## config.mk

```make
export PLATFORM = sky130hd
export DESIGN_NAME = bitwise_result_stage
export DESIGN_NICKNAME = d
export VERILOG_FILES = /design/src/rtl/bitwise_result_stage.sv
export SDC_FILE = /design/constraint.sdc
export NUM_CORES = 1
export LEC_CHECK = 0
export CAP_MARGIN = 20
export CORE_MARGIN = 2
export CORE_UTILIZATION = 53
export DETAILED_ROUTE_END_ITERATION = 10
export HOLD_SLACK_MARGIN = 0.06
export PLACE_DENSITY = 0.84
export SYNTH_ARGS = -nofsm -noshare
export SYNTH_HDL_FRONTEND = slang
export SYNTH_SLANG_ARGS = --single-unit
```

## constraint.sdc

```tcl
create_clock -name clk -period 3.6 [get_ports clk]
set_clock_uncertainty 0.1 [all_clocks]
set_input_delay 0.72 -clock clk [delete_from_list [all_inputs] [get_ports clk]]
set_output_delay 0.72 -clock clk [all_outputs]
set_load 0.01 [all_outputs]
```

## src/rtl/bitwise_result_stage.sv

```systemverilog
// Result stage for the bitwise slice array: two-entry skid buffer with stored zero/parity flags and an accumulator of retired results.
// Optional BITWISE_RESULT_STAGE_PERF_EN adds saturating retired/stall counters.
module bitwise_result_stage #(
   parameter int WIDTH = 8,
   parameter int TAGW  = 3
) (
   input  logic             clk,
   input  logic             rst_n,
   input  logic             s_valid,
   output logic             s_ready,
   input  logic [WIDTH-1:0] s_q,
   input  logic [1:0]       s_op,
   input  logic [TAGW-1:0]  s_tag,
   output logic             m_valid,
   input  logic             m_ready,
   output logic [WIDTH-1:0] m_data,
   output logic [1:0]       m_op,
   output logic [TAGW-1:0]  m_tag,
   output logic             m_zero,
   output logic             m_parity,
`ifdef BITWISE_RESULT_STAGE_PERF_EN
   output logic [WIDTH-1:0] acc_q,
   output logic [15:0]      perf_retired,
   output logic [15:0]      perf_stall
`else
   output logic [WIDTH-1:0] acc_q
`endif
);

   typedef enum logic [1:0] {EMPTY = 2'd0, ONE = 2'd1, FULL = 2'd2} state_t;

   typedef struct packed {
      logic [WIDTH-1:0] data;
      logic [1:0]       op;
      logic [TAGW-1:0]  tag;
      logic             zero;
      logic             parity;
   } entry_t;

   function automatic logic calc_zero(input logic [WIDTH-1:0] v);
      return (v == '0);
   endfunction

   function automatic logic calc_parity(input logic [WIDTH-1:0] v);
      return ^v;
   endfunction

   function automatic logic [15:0] sat_inc(input logic [15:0] v);
      return (v == 16'hFFFF) ? v : v + 16'd1;
   endfunction

   state_t           state_q, state_d;
   entry_t           head_q, head_d, sec_q, sec_d, new_e;
   logic             s_ready_q;
   logic [WIDTH-1:0] acc_d;
   logic             push, pop;

   assign push = s_valid & s_ready_q;
   assign pop  = m_valid & m_ready;

   always_comb begin
      state_d = state_q;
      head_d  = head_q;
      sec_d   = sec_q;
      acc_d   = acc_q;
      // Flags are taken from s_q here and stored, keeping s_q off the m_* flag paths.
      new_e   = '{data: s_q, op: s_op, tag: s_tag, zero: calc_zero(s_q), parity: calc_parity(s_q)};
      if (pop) acc_d = head_q.data;
      case (state_q)
         EMPTY: if (push) begin
            head_d  = new_e;
            state_d = ONE;
         end
         ONE: begin
            if (push && pop) begin
               head_d = new_e;
            end else if (push) begin
               sec_d   = new_e;
               state_d = FULL;
            end else if (pop) begin
               state_d = EMPTY;
            end
         end
         FULL: if (pop) begin
            head_d  = sec_q;
            state_d = ONE;
         end
         default: state_d = EMPTY;
      endcase
   end

   always_ff @(posedge clk) begin
      if (!rst_n) begin
         state_q   <= EMPTY;
         s_ready_q <= 1'b1;
         head_q    <= '0;
         sec_q     <= '0;
         acc_q     <= '0;
      end else begin
         state_q   <= state_d;
         s_ready_q <= (state_d != FULL);
         head_q    <= head_d;
         sec_q     <= sec_d;
         acc_q     <= acc_d;
      end
   end

`ifdef BITWISE_RESULT_STAGE_PERF_EN
   always_ff @(posedge clk) begin
      if (!rst_n) begin
         perf_retired <= '0;
         perf_stall   <= '0;
      end else begin
         if (pop) perf_retired <= sat_inc(perf_retired);
         if (s_valid && !s_ready_q) perf_stall <= sat_inc(perf_stall);
      end
   end
`endif

   assign s_ready  = s_ready_q;
   assign m_valid  = (state_q != EMPTY);
   assign m_data   = head_q.data;
   assign m_op     = head_q.op;
   assign m_tag    = head_q.tag;
   assign m_zero   = head_q.zero;
   assign m_parity = head_q.parity;

endmodule

```

==> summary.md, run 1 <==
| Metric | Value |
|---|---|
| Syn. warnings | `0` |
| Latest clock arrival within the worst-skew pair | `340 ps` |
| Via count | `1356` |
| GRT overflow | `0` |
| Syn nets | `199` |
| Number of hold buffers added after cts | `0` |
| Maximum vdd ir drop | `0.3537 mV` |
| Total Routing Usage GR | `21.21%` |
| Placeable core area | `3363 um2` |
| Antenna violations before repair | `0` |
| Max Fclk | `0.4042 GHz` |
| Clock root buffer | `clkbuf_4` |
| Switching power of the nets | `232.2 uW` |
| Clk pin slew, worst setup/hold paths | `110 ps` |
| RePlAce Congestion | `0.7449` |
| Setup CP Type | `input pin to flip-flop` |
| Slew headroom | `32.03%` |
| Maximum number of pins on one net before global-route repair | `31` |
| Setup Slack @ Placement | `780.1 ps` |
| Unrepaired setup endpoints after global routing | `no` |
| Horizontal die dimension | `63.35 um` |
| Final-layout worst hold slack | `400.5 ps` |
| Synthesized area per cell | `10.49 um2` |
| CTS resizes | `0` |
| Data arrival, critical path | `2610 ps` |
| Number of synthesized register bits | `41` |
| Post-DP HPWL | `2.805 mm` |
| Delay of the slowest cell on the worst path | `600 ps` |
| Critical path, cell by cell | `clkdlybuf4s50_1 -> nor2b_4 -> nor3b_2 -> buf_12 -> mux2i_1 -> nor2b_1` |
| First drt pass iteration count | `4` |
| Number of max-cap violations | `0` |
| Setup TNS Final | `0 ps` |
| WP data required | `3740 ps` |
| Top-level I/O count | `42` |
| Kind of capture point of the worst setup path | `flip-flop` |
| Nets | `238` |
| Total standard cell area after synthesis | `1867 um2` |
| Avg Vias per Cell | `5.176` |
| CTS max path bufs | `2` |
| Port buffer count | `41` |
| Register share of total power | `56.2%` |
| Number of nets still failing antenna checks after routing | `0` |
| Initial cell density of the core | `55.51%` |
| Hold WC Path Type | `flip-flop to flip-flop` |
| Area growth, synth to finish | `25.54%` |
| Clock tree from TritonCTS | `yes` |
| CTS buffer count | `5` |
| Combinational cell fraction of total power | `21.0%` |
| Proportion of total power due to net switching | `26.22%` |
| Total power consumption of the routed design | `885.5 uW` |
| Vertical die dimension | `63.35 um` |
| Final worst-path setup slack | `1126 ps` |
| DRC errors left | `0` |
| Share of the yosys chip area belonging to registers | `43.97%` |
| Clock network fraction of total power | `22.8%` |
| Internal | `653.3 uW` |
| Final number of max-transition violations | `0` |
| H-tree levels | `2` |
| Slew at the pin closest to its max-slew limit | `1020 ps` |
| Library cell contributing the largest single delay on the critical path | `nor3b_2` |
| Final worst path period share | `68.73%` |
| Minimum clock period after layout | `2474 ps` |
| Number of instances in the synthesized netlist | `178` |
| Final WL | `3.833 mm` |
| Fraction of layout instances using a drive strength above 1 | `6.481%` |
| Leakage power of the design | `1.142 nW` |
| Status | `finished, final reports clean` |
| First-pass GRT wire length | `6.706 mm` |
| Post-synth cell types | `25` |
| Vias in the first global route | `1446` |
| Power per unit of standard cell area | `377.9 nW/um2` |
| Total count of hold-check failures in the final report | `0` |
| Highest fanout seen on the critical path | `11` |
| Number of diodes | `0` |
| Nature of the critical path startpoint | `input pin` |
| Final setup fails | `0` |
| Number of clock sinks | `41` |
| Post-CTS Setup Inserts | `0` |
| Highest-count cells in the layout ignoring fill and taps | `dfxtp_1 (41), clkdlybuf4s50_1 (41), mux2i_1 (37), nor2b_1 (22), nand2_1 (18)` |
| Area of the die | `4013 um2` |
| Rows | `21` |
| Routed wire per std cell | `14.63 um` |
| Initial DRC Count | `34` |
## registers in the layout, indices dropped and copies added (netlist names)
register	count
sec_q	15
acc_q	8
m_parity	1
m_op	2
m_tag	3
state_q	2
m_data	8
m_zero	1
s_ready	1
## path summary, 6_finish.rpt
path         startpoint   endpoint  slack [ps]  depth (start not counted)
min reg2reg    m_parity   m_parity         400                          2
min            m_parity   m_parity         400                          2
max reg2reg  state_q[0]  m_data[4]        1620                          4
max             m_ready   sec_q[9]        1130                          6
## metal layers
layer / global-route usage [%] / routed length, um / up-vias / part of all wire [%]
li1: - / - / 684 / -
met1: 23.82 / 1650 / 640 / 43
met2: 38.68 / 1984 / 27 / 52
met3: 6.071 / 147 / 5 / 3.8
met4: 5.978 / 51 / 0 / 1.3
met5: 0 / 0 / - / 0
## Yosys cell counts
cell	n	share of area, %
o31ai_2	1	0.67
nor2b_1	22	7.4
and2_1	2	0.67
inv_1	9	1.8
xnor2_1	3	1.4
nor2b_4	1	0.74
nand2b_1	2	0.67
buf_12	1	1.1
o211ai_1	1	0.40
and4_1	1	0.47
clkbuf_1	4	0.80
o211a_1	15	8.0
buf_2	4	1.1
nand2_2	1	0.34
mux2i_1	37	20
nor3b_2	1	0.67
nand2_1	18	3.6
o21a_1	1	0.40
buf_4	3	1.2
ha_1	4	2.7
nand3b_1	2	0.80
o21ai_0	1	0.27
o22ai_1	2	0.67
dfxtp_1	41	44
or2_2	1	0.34
## critical path, delay by kind of cell
kind	cells	cell delay (ps)
and+or+nand+nor	3	880
buffers and inverters	2	780
muxes	1	230
## cell type report
cell class	instances	area, um2
clock buffer	5	37.54
clock inverter	1	5.005
fill	279	1020
inverter	9	33.78
multi-input combinational	116	943.4
sequential	41	820.8
tap	46	57.56
timing repair buffer	44	445.4
## through the flow
step | instances | cell area, um2 | utilization [%]
after floorplan | 178 | 1867 | -
after global placement | 256 | 2301 | 68.42
after detailed placement | 256 | 2301 | 68.42
after CTS | 262 | 2344 | 69.68
after global routing | 262 | 2344 | 69.68
final | 262 | 2344 | 69.68
## kinds of logic after synthesis
logic type / Yosys count / synth area share [%]
AO/OA/AOI/OAI: 21 / 10.46
XOR/XNOR: 3 / 1.408
adder cells (fa/ha/maj): 4 / 2.681
buffers and inverters: 21 / 5.965
multiplexers: 37 / 19.84
flip-flops: 41 / 43.97
AND/OR/NAND/NOR: 51 / 15.68
## power groups by stage
stage / combinational (mW) / sequential, mW / clock [mW]
after floorplan: 0.0958 / 0.514 / 0
after global placement: 0.181 / 0.506 / 0
after detailed placement: 0.188 / 0.508 / 0
after CTS: 0.188 / 0.498 / 0.209
after global routing: 0.201 / 0.502 / 0.230
final: 0.186 / 0.497 / 0.202
No activity file was read; power rests on OpenSTA's default activity.
==> run 2, diff against run 1 <==
--- a/config.mk
+++ b/config.mk
@@ -7,10 +7,10 @@
 export LEC_CHECK = 0
 export CAP_MARGIN = 20
 export CORE_MARGIN = 2
-export CORE_UTILIZATION = 53
+export CORE_UTILIZATION = 49
 export DETAILED_ROUTE_END_ITERATION = 10
 export HOLD_SLACK_MARGIN = 0.06
-export PLACE_DENSITY = 0.84
+export PLACE_DENSITY = 0.78
 export SYNTH_ARGS = -nofsm -noshare
 export SYNTH_HDL_FRONTEND = slang
 export SYNTH_SLANG_ARGS = --single-unit
==> constraint.sdc (replaced) <==
create_clock -name clk -period 2.5 [get_ports clk]
set_clock_uncertainty 0.1 [all_clocks]
set_input_delay 0.5 -clock clk [delete_from_list [all_inputs] [get_ports clk]]
set_output_delay 0.5 -clock clk [all_outputs]
set_load 0.01 [all_outputs]
==> run 2 against run 1 <==
Final cell count is 2.7% higher. Flip-flop and latch count unchanged. Sequential power up 44%. Global-route usage is 2.1 points lower. Non-clock buffer count increased by 4. Clock power up 120%. Routed wire length shrank 5.1%. Sequential share of layout area decreased by 1.1 points. Setup slack worse by 830 ps. Critical path depth fell by 4. Via count decreased by 0.22%.
==> summary.md, run 2 (synthesized netlist as in run 1, its figures left out) <==
| Metric | Value |
|---|---|
| FF/Latch Area | `820.8 um2` |
| Maximum number of pins on one net before global-route repair | `27` |
| Nets | `242` |
| GRT overflow | `0` |
| First-pass GRT wire length | `6.292 mm` |
| H-tree levels | `2` |
| Library cell contributing the largest single delay on the critical path | `dfxtp_1` |
| Clock root buffer | `clkbuf_8` |
| Final setup fails | `0` |
| Power per unit of standard cell area | `588.1 nW/um2` |
| Number of diodes | `0` |
| Number of max-cap violations | `0` |
| Switching power of the nets | `357.9 uW` |
| Setup Slack @ Placement | `270.9 ps` |
| RePlAce Congestion | `0.7230` |
| Maximum vdd ir drop | `0.4123 mV` |
| Highest-count cells in the layout ignoring fill and taps | `dfxtp_1 (41), clkdlybuf4s50_1 (41), mux2i_1 (37), nor2b_1 (22), nand2_1 (18)` |
| Setup CP Type | `flip-flop to output port` |
| Number of cells on the worst hold path | `2` |
| Status | `finished, final reports clean` |
| Clock tree from TritonCTS | `yes` |
| Flip-flop count of the largest register, all copies and words added | `15` |
| Routed wire per std cell | `13.53 um` |
| Post-DP HPWL | `2.520 mm` |
| Vias in the first global route | `1386` |
| Number of clock sinks | `41` |
| Delay of the slowest cell on the worst path | `550 ps` |
| Max Fclk | `0.4547 GHz` |
| Slew at the pin closest to its max-slew limit | `456.5 ps` |
| First drt pass iteration count | `4` |
| Largest delay contributor family on the critical path | `flip-flops` |
| Combinational cell fraction of total power | `19.0%` |
| Internal | `1.064 mW` |
| Number of hold buffers added after cts | `0` |
| Port buffer count | `41` |
| Horizontal die dimension | `65.73 um` |
| Data arrival, critical path | `1600 ps` |
| Top-level I/O count | `42` |
| Leakage power of the design | `1.175 nW` |
| Post-CTS Setup Inserts | `0` |
| Terminating pin of the worst hold path | `m_parity` |
| Minimum clock period after layout | `2199 ps` |
| Crit path buffers/inverters | `1` |
| Hold WC Path Type | `flip-flop to flip-flop` |
| Area taken by multi-input logic gates | `949.7 um2` |
| Final WL | `3.639 mm` |
| Internal reg-to-reg setup slack | `720 ps` |
| Fraction of layout instances using a drive strength above 1 | `8.597%` |
| Total count of hold-check failures in the final report | `0` |
| CTS buffer count | `5` |
| WP data required | `1900 ps` |
| Final worst path period share | `87.97%` |
| Latest clock arrival within the worst-skew pair | `290 ps` |
| Slew headroom | `69.56%` |
| DRC errors left | `0` |
| Register share of total power | `50.3%` |
| Nature of the critical path startpoint | `flip-flop` |
| Final number of max-transition violations | `0` |
| Avg Vias per Cell | `5.030` |
| Placeable core area | `3661 um2` |
| Area of the die | `4320 um2` |
| Clk pin slew, worst setup/hold paths | `80 ps` |
| Antenna violations before repair | `0` |
| Clock network fraction of total power | `30.7%` |
| Vertical die dimension | `65.73 um` |
| Number of nets still failing antenna checks after routing | `0` |
| Worst r2r path cells | `5` |
| Via count | `1353` |
| Kind of capture point of the worst setup path | `output port` |
| Hold_sp | `m_parity` |
| Setup TNS Final | `0 ps` |
| Biggest register | `sec_q` |
| Reg2Reg Capture Point | `m_data[5]` |
| Initial DRC Count | `30` |
| CTS resizes | `0` |
| Fillers | `295` |
| Final worst-path setup slack | `300.8 ps` |
| Highest fanout seen on the critical path | `9` |
| Unrepaired setup endpoints after global routing | `no` |
| CTS max path bufs | `2` |
| Critical path, cell by cell | `or2_2 -> clkdlybuf4s50_1` |
| Area growth, synth to finish | `29.49%` |
| Rows | `22` |
| Proportion of total power due to net switching | `25.17%` |
| Startpoint of the lowest-slack register-to-register path | `state_q[1]` |
| Finished Core Util | `66.03%` |
| Total Routing Usage GR | `19.11%` |
| Initial cell density of the core | `50.99%` |
## run 2: changes by cell type in the layout (fill, tap and decap cells not counted)
| cell | before | now |
|---|---|---|
| clkinv_2 | 1 | 0 |
| buf_12 | 1 | 0 |
| clkinvlp_4 | 0 | 1 |
| nor3b_4 | 0 | 1 |
| buf_4 | 2 | 7 |
| nor3b_2 | 1 | 0 |
| clkbuf_4 | 5 | 0 |
| clkbuf_8 | 0 | 6 |
## run 2: worst max-delay path by stage
stage,startpoint,to,slack (ps),cells past startpoint
3_5_place_dp,m_ready,sec_q[10],270,6
2_1_floorplan,s_valid,sec_q[13],940,6
4_1_cts,state_q[1],m_valid,300,2
3_3_place_gp,s_q[0],m_parity,360,7
5_1_grt,state_q[1],m_valid,250,2
6_report,state_q[1],m_valid,300,2
## run 2: worst reg2reg max path, cell delays in order (launching register included)
cell and delay (ps):
dfxtp_1 550, nand2b_1 350, buf_4 320, mux2i_1 170, nand2_1 70, o211a_1 120
## run 2: metal layers
| layer | wire length, um | part of all wire [%] | track usage (%) |
|---|---|---|---|
| met2 | 1793 | 49 | 33.96 |
| met1 | 1631 | 45 | 22.33 |
| met4 | 59 | 1.6 | 7.813 |
| met5 | 0 | 0 | 0 |
| met3 | 155 | 4.3 | 3.596 |
## run 2: layout make-up
| type | count | area share [%] |
|---|---|---|
| multi-input combinational | 116 | 39.29 |
| sequential | 41 | 33.95 |
| timing repair buffer | 48 | 19.15 |
| clock buffer | 6 | 3.416 |
| tap | 48 | 2.484 |
| inverter | 9 | 1.398 |
| clock inverter | 1 | 0.3106 |
## run 2: through the flow
step	cell area (um2)	hold slack, ps	cells	power [mW]
floorplan	1867	372.3	178	0.8781
global placement	2327	375.5	262	0.9919
detailed placement	2327	382.9	262	1.001
CTS	2417	397.9	269	1.436
global route	2417	422.2	269	1.492
finish	2417	394.4	269	1.422
## run 2: power by group through the flow
stage | clock, mW | combinational (mW) | sequential, mW
floorplan | 0 | 0.138 | 0.740
global placement | 0 | 0.264 | 0.728
detailed placement | 0 | 0.270 | 0.731
CTS | 0.447 | 0.273 | 0.716
global route | 0.475 | 0.296 | 0.721
finish | 0.436 | 0.270 | 0.716
==> run 3, diff against run 2 <==
--- a/config.mk
+++ b/config.mk
@@ -7,10 +7,11 @@
 export LEC_CHECK = 0
 export CAP_MARGIN = 20
 export CORE_MARGIN = 2
-export CORE_UTILIZATION = 49
+export CORE_UTILIZATION = 45
+export CTS_CLUSTER_DIAMETER = 120
 export DETAILED_ROUTE_END_ITERATION = 10
 export HOLD_SLACK_MARGIN = 0.06
-export PLACE_DENSITY = 0.78
+export PLACE_DENSITY = 0.73
 export SYNTH_ARGS = -nofsm -noshare
 export SYNTH_HDL_FRONTEND = slang
 export SYNTH_SLANG_ARGS = --single-unit
==> run 3 against run 2 <==
Combinational power barely moved. Final area up 0.67%. Routed wire length up 0.49%. Critical path depth did not move. Count of clock-buffer cells in the layout down 1. First-iteration DRC count is 60% higher. Sequential power about the same. Critical endpoint unchanged. Sequential share of layout area is 0.23 points lower. Core utilization is 5.2 points lower. Via count rose by 0.67%.
==> summary.md, run 3 (synthesized netlist as in run 1, its figures left out) <==
| Metric | Value |
|---|---|
| Slew at the pin closest to its max-slew limit | `469.3 ps` |
| Total Routing Usage GR | `17.92%` |
| Horizontal die dimension | `68.41 um` |
| Start point of the critical path | `state_q[1]` |
| Unrepaired setup endpoints after global routing | `no` |
| Fraction of layout instances using a drive strength above 1 | `8.597%` |
| RePlAce Congestion | `0.7108` |
| Number of cells on the worst hold path | `2` |
| Number of max-cap violations | `0` |
| Minimum clock period after layout | `2178 ps` |
| Top-level I/O count | `42` |
| Number of diodes | `0` |
| Highest fanout seen on the critical path | `9` |
| Antenna violations before repair | `0` |
| Routed wire per std cell | `13.49 um` |
| Startpoint of the lowest-slack register-to-register path | `state_q[1]` |
| Vertical die dimension | `68.41 um` |
| Port buffer count | `41` |
| Maximum vdd ir drop | `0.3077 mV` |
| Flip-flop count of the largest register, all copies and words added | `15` |
| Final setup fails | `0` |
| Hold_sp | `m_parity` |
| Internal reg-to-reg setup slack | `690 ps` |
| Slew headroom | `68.71%` |
| DRC errors left | `0` |
| CTS buffer count | `5` |
| CTS resizes | `0` |
| First drt pass iteration count | `4` |
| Final number of max-transition violations | `0` |
| Cells after DPL | `264` |
| Number of nets still failing antenna checks after routing | `0` |
| Latest clock arrival within the worst-skew pair | `290 ps` |
| Placeable core area | `4000 um2` |
| Kind of capture point of the worst setup path | `output port` |
| Post-CTS Setup Inserts | `0` |
| Biggest register | `sec_q` |
| Area growth, synth to finish | `30.36%` |
| Via count | `1362` |
| Final worst path period share | `87.12%` |
| Final WL | `3.657 mm` |
| Number of clock sinks | `41` |
| Max Fclk | `0.4592 GHz` |
| Nets | `242` |
| Clock tree from TritonCTS | `yes` |
| First-pass GRT wire length | `6.106 mm` |
| GRT overflow | `0` |
| Data arrival, critical path | `1580 ps` |
| Status | `finished, final reports clean` |
| Setup CP Type | `flip-flop to output port` |
| Worst r2r path cells | `5` |
| Nature of the critical path startpoint | `flip-flop` |
| Maximum number of pins on one net before global-route repair | `22` |
| Fillers | `331` |
| H-tree levels | `2` |
| Clk pin slew, worst setup/hold paths | `70 ps` |
| Final worst-path setup slack | `322.1 ps` |
| Post-DP HPWL | `2.640 mm` |
| Avg Vias per Cell | `5.026` |
| Number of hold buffers added after cts | `0` |
| Total count of hold-check failures in the final report | `0` |
| Power per unit of standard cell area | `611.9 nW/um2` |
| Leakage power of the design | `1.185 nW` |
| Finished Core Util | `60.84%` |
| Rows | `23` |
| Setup TNS Final | `0 ps` |
| Initial DRC Count | `48` |
| Vias in the first global route | `1396` |
| Highest-count cells in the layout ignoring fill and taps | `dfxtp_1 (41), clkdlybuf4s50_1 (41), mux2i_1 (37), nor2b_1 (22), nand2_1 (18)` |
| WP data required | `1900 ps` |
| Initial cell density of the core | `46.67%` |
| Hold WC Path Type | `flip-flop to flip-flop` |
| Area of the die | `4680 um2` |
| Setup Slack @ Placement | `286.4 ps` |
| CTS max path bufs | `2` |
| Final Instance Count excl. Fillers | `271` |
| Clock root buffer | `clkbuf_8` |
## run 3: through the flow
step / hold slack, ps / cell area [um2] / total power [mW]
global route: 417.7 / 2434 / 1.561
floorplan: 372.3 / 1867 / 0.8781
CTS: 394.1 / 2434 / 1.509
detailed placement: 381.6 / 2330 / 1.002
finish: 391.5 / 2434 / 1.489
global placement: 376.1 / 2330 / 0.9944
## run 3: worst paths after layout
path	end
max	m_valid
min	m_parity
max reg2reg	m_data[4]
min reg2reg	m_parity
## run 3: area by class of cell
cell class	instances	area, um2	share of cell area [%]
Sequential cell	41	820.8	33.73
Multi-Input combinational cell	116	949.7	39.02
Clock buffer	5	68.82	2.828
Clock inverter	2	35.03	1.440
Tap cell	50	62.56	2.571
Inverter	9	33.78	1.388
Timing Repair Buffer	48	462.9	19.02
## run 3: per-layer routing
layer,routed length [um],GRT usage (%),vias up,part of all wire (%)
met5,0,0,-,0
met4,85,9.000,0,2.3
met3,169,4.605,8,4.6
met2,1773,30.17,36,48
met1,1628,20.88,629,45
li1,-,-,689,-
## run 3: power by group
part | leakage, nW | internal, mW | total, mW | switching, mW
Combinational | 0.796 | 0.155 | 0.269 | 0.114
Sequential | 0.335 | 0.691 | 0.717 | 0.0260
Clock | 0.0540 | 0.290 | 0.503 | 0.213
## run 3: worst max-delay path: stages (launching register included)
cell             delay [ps]
dfxtp_1                 560
or2_2                   200
clkdlybuf4s50_1         530
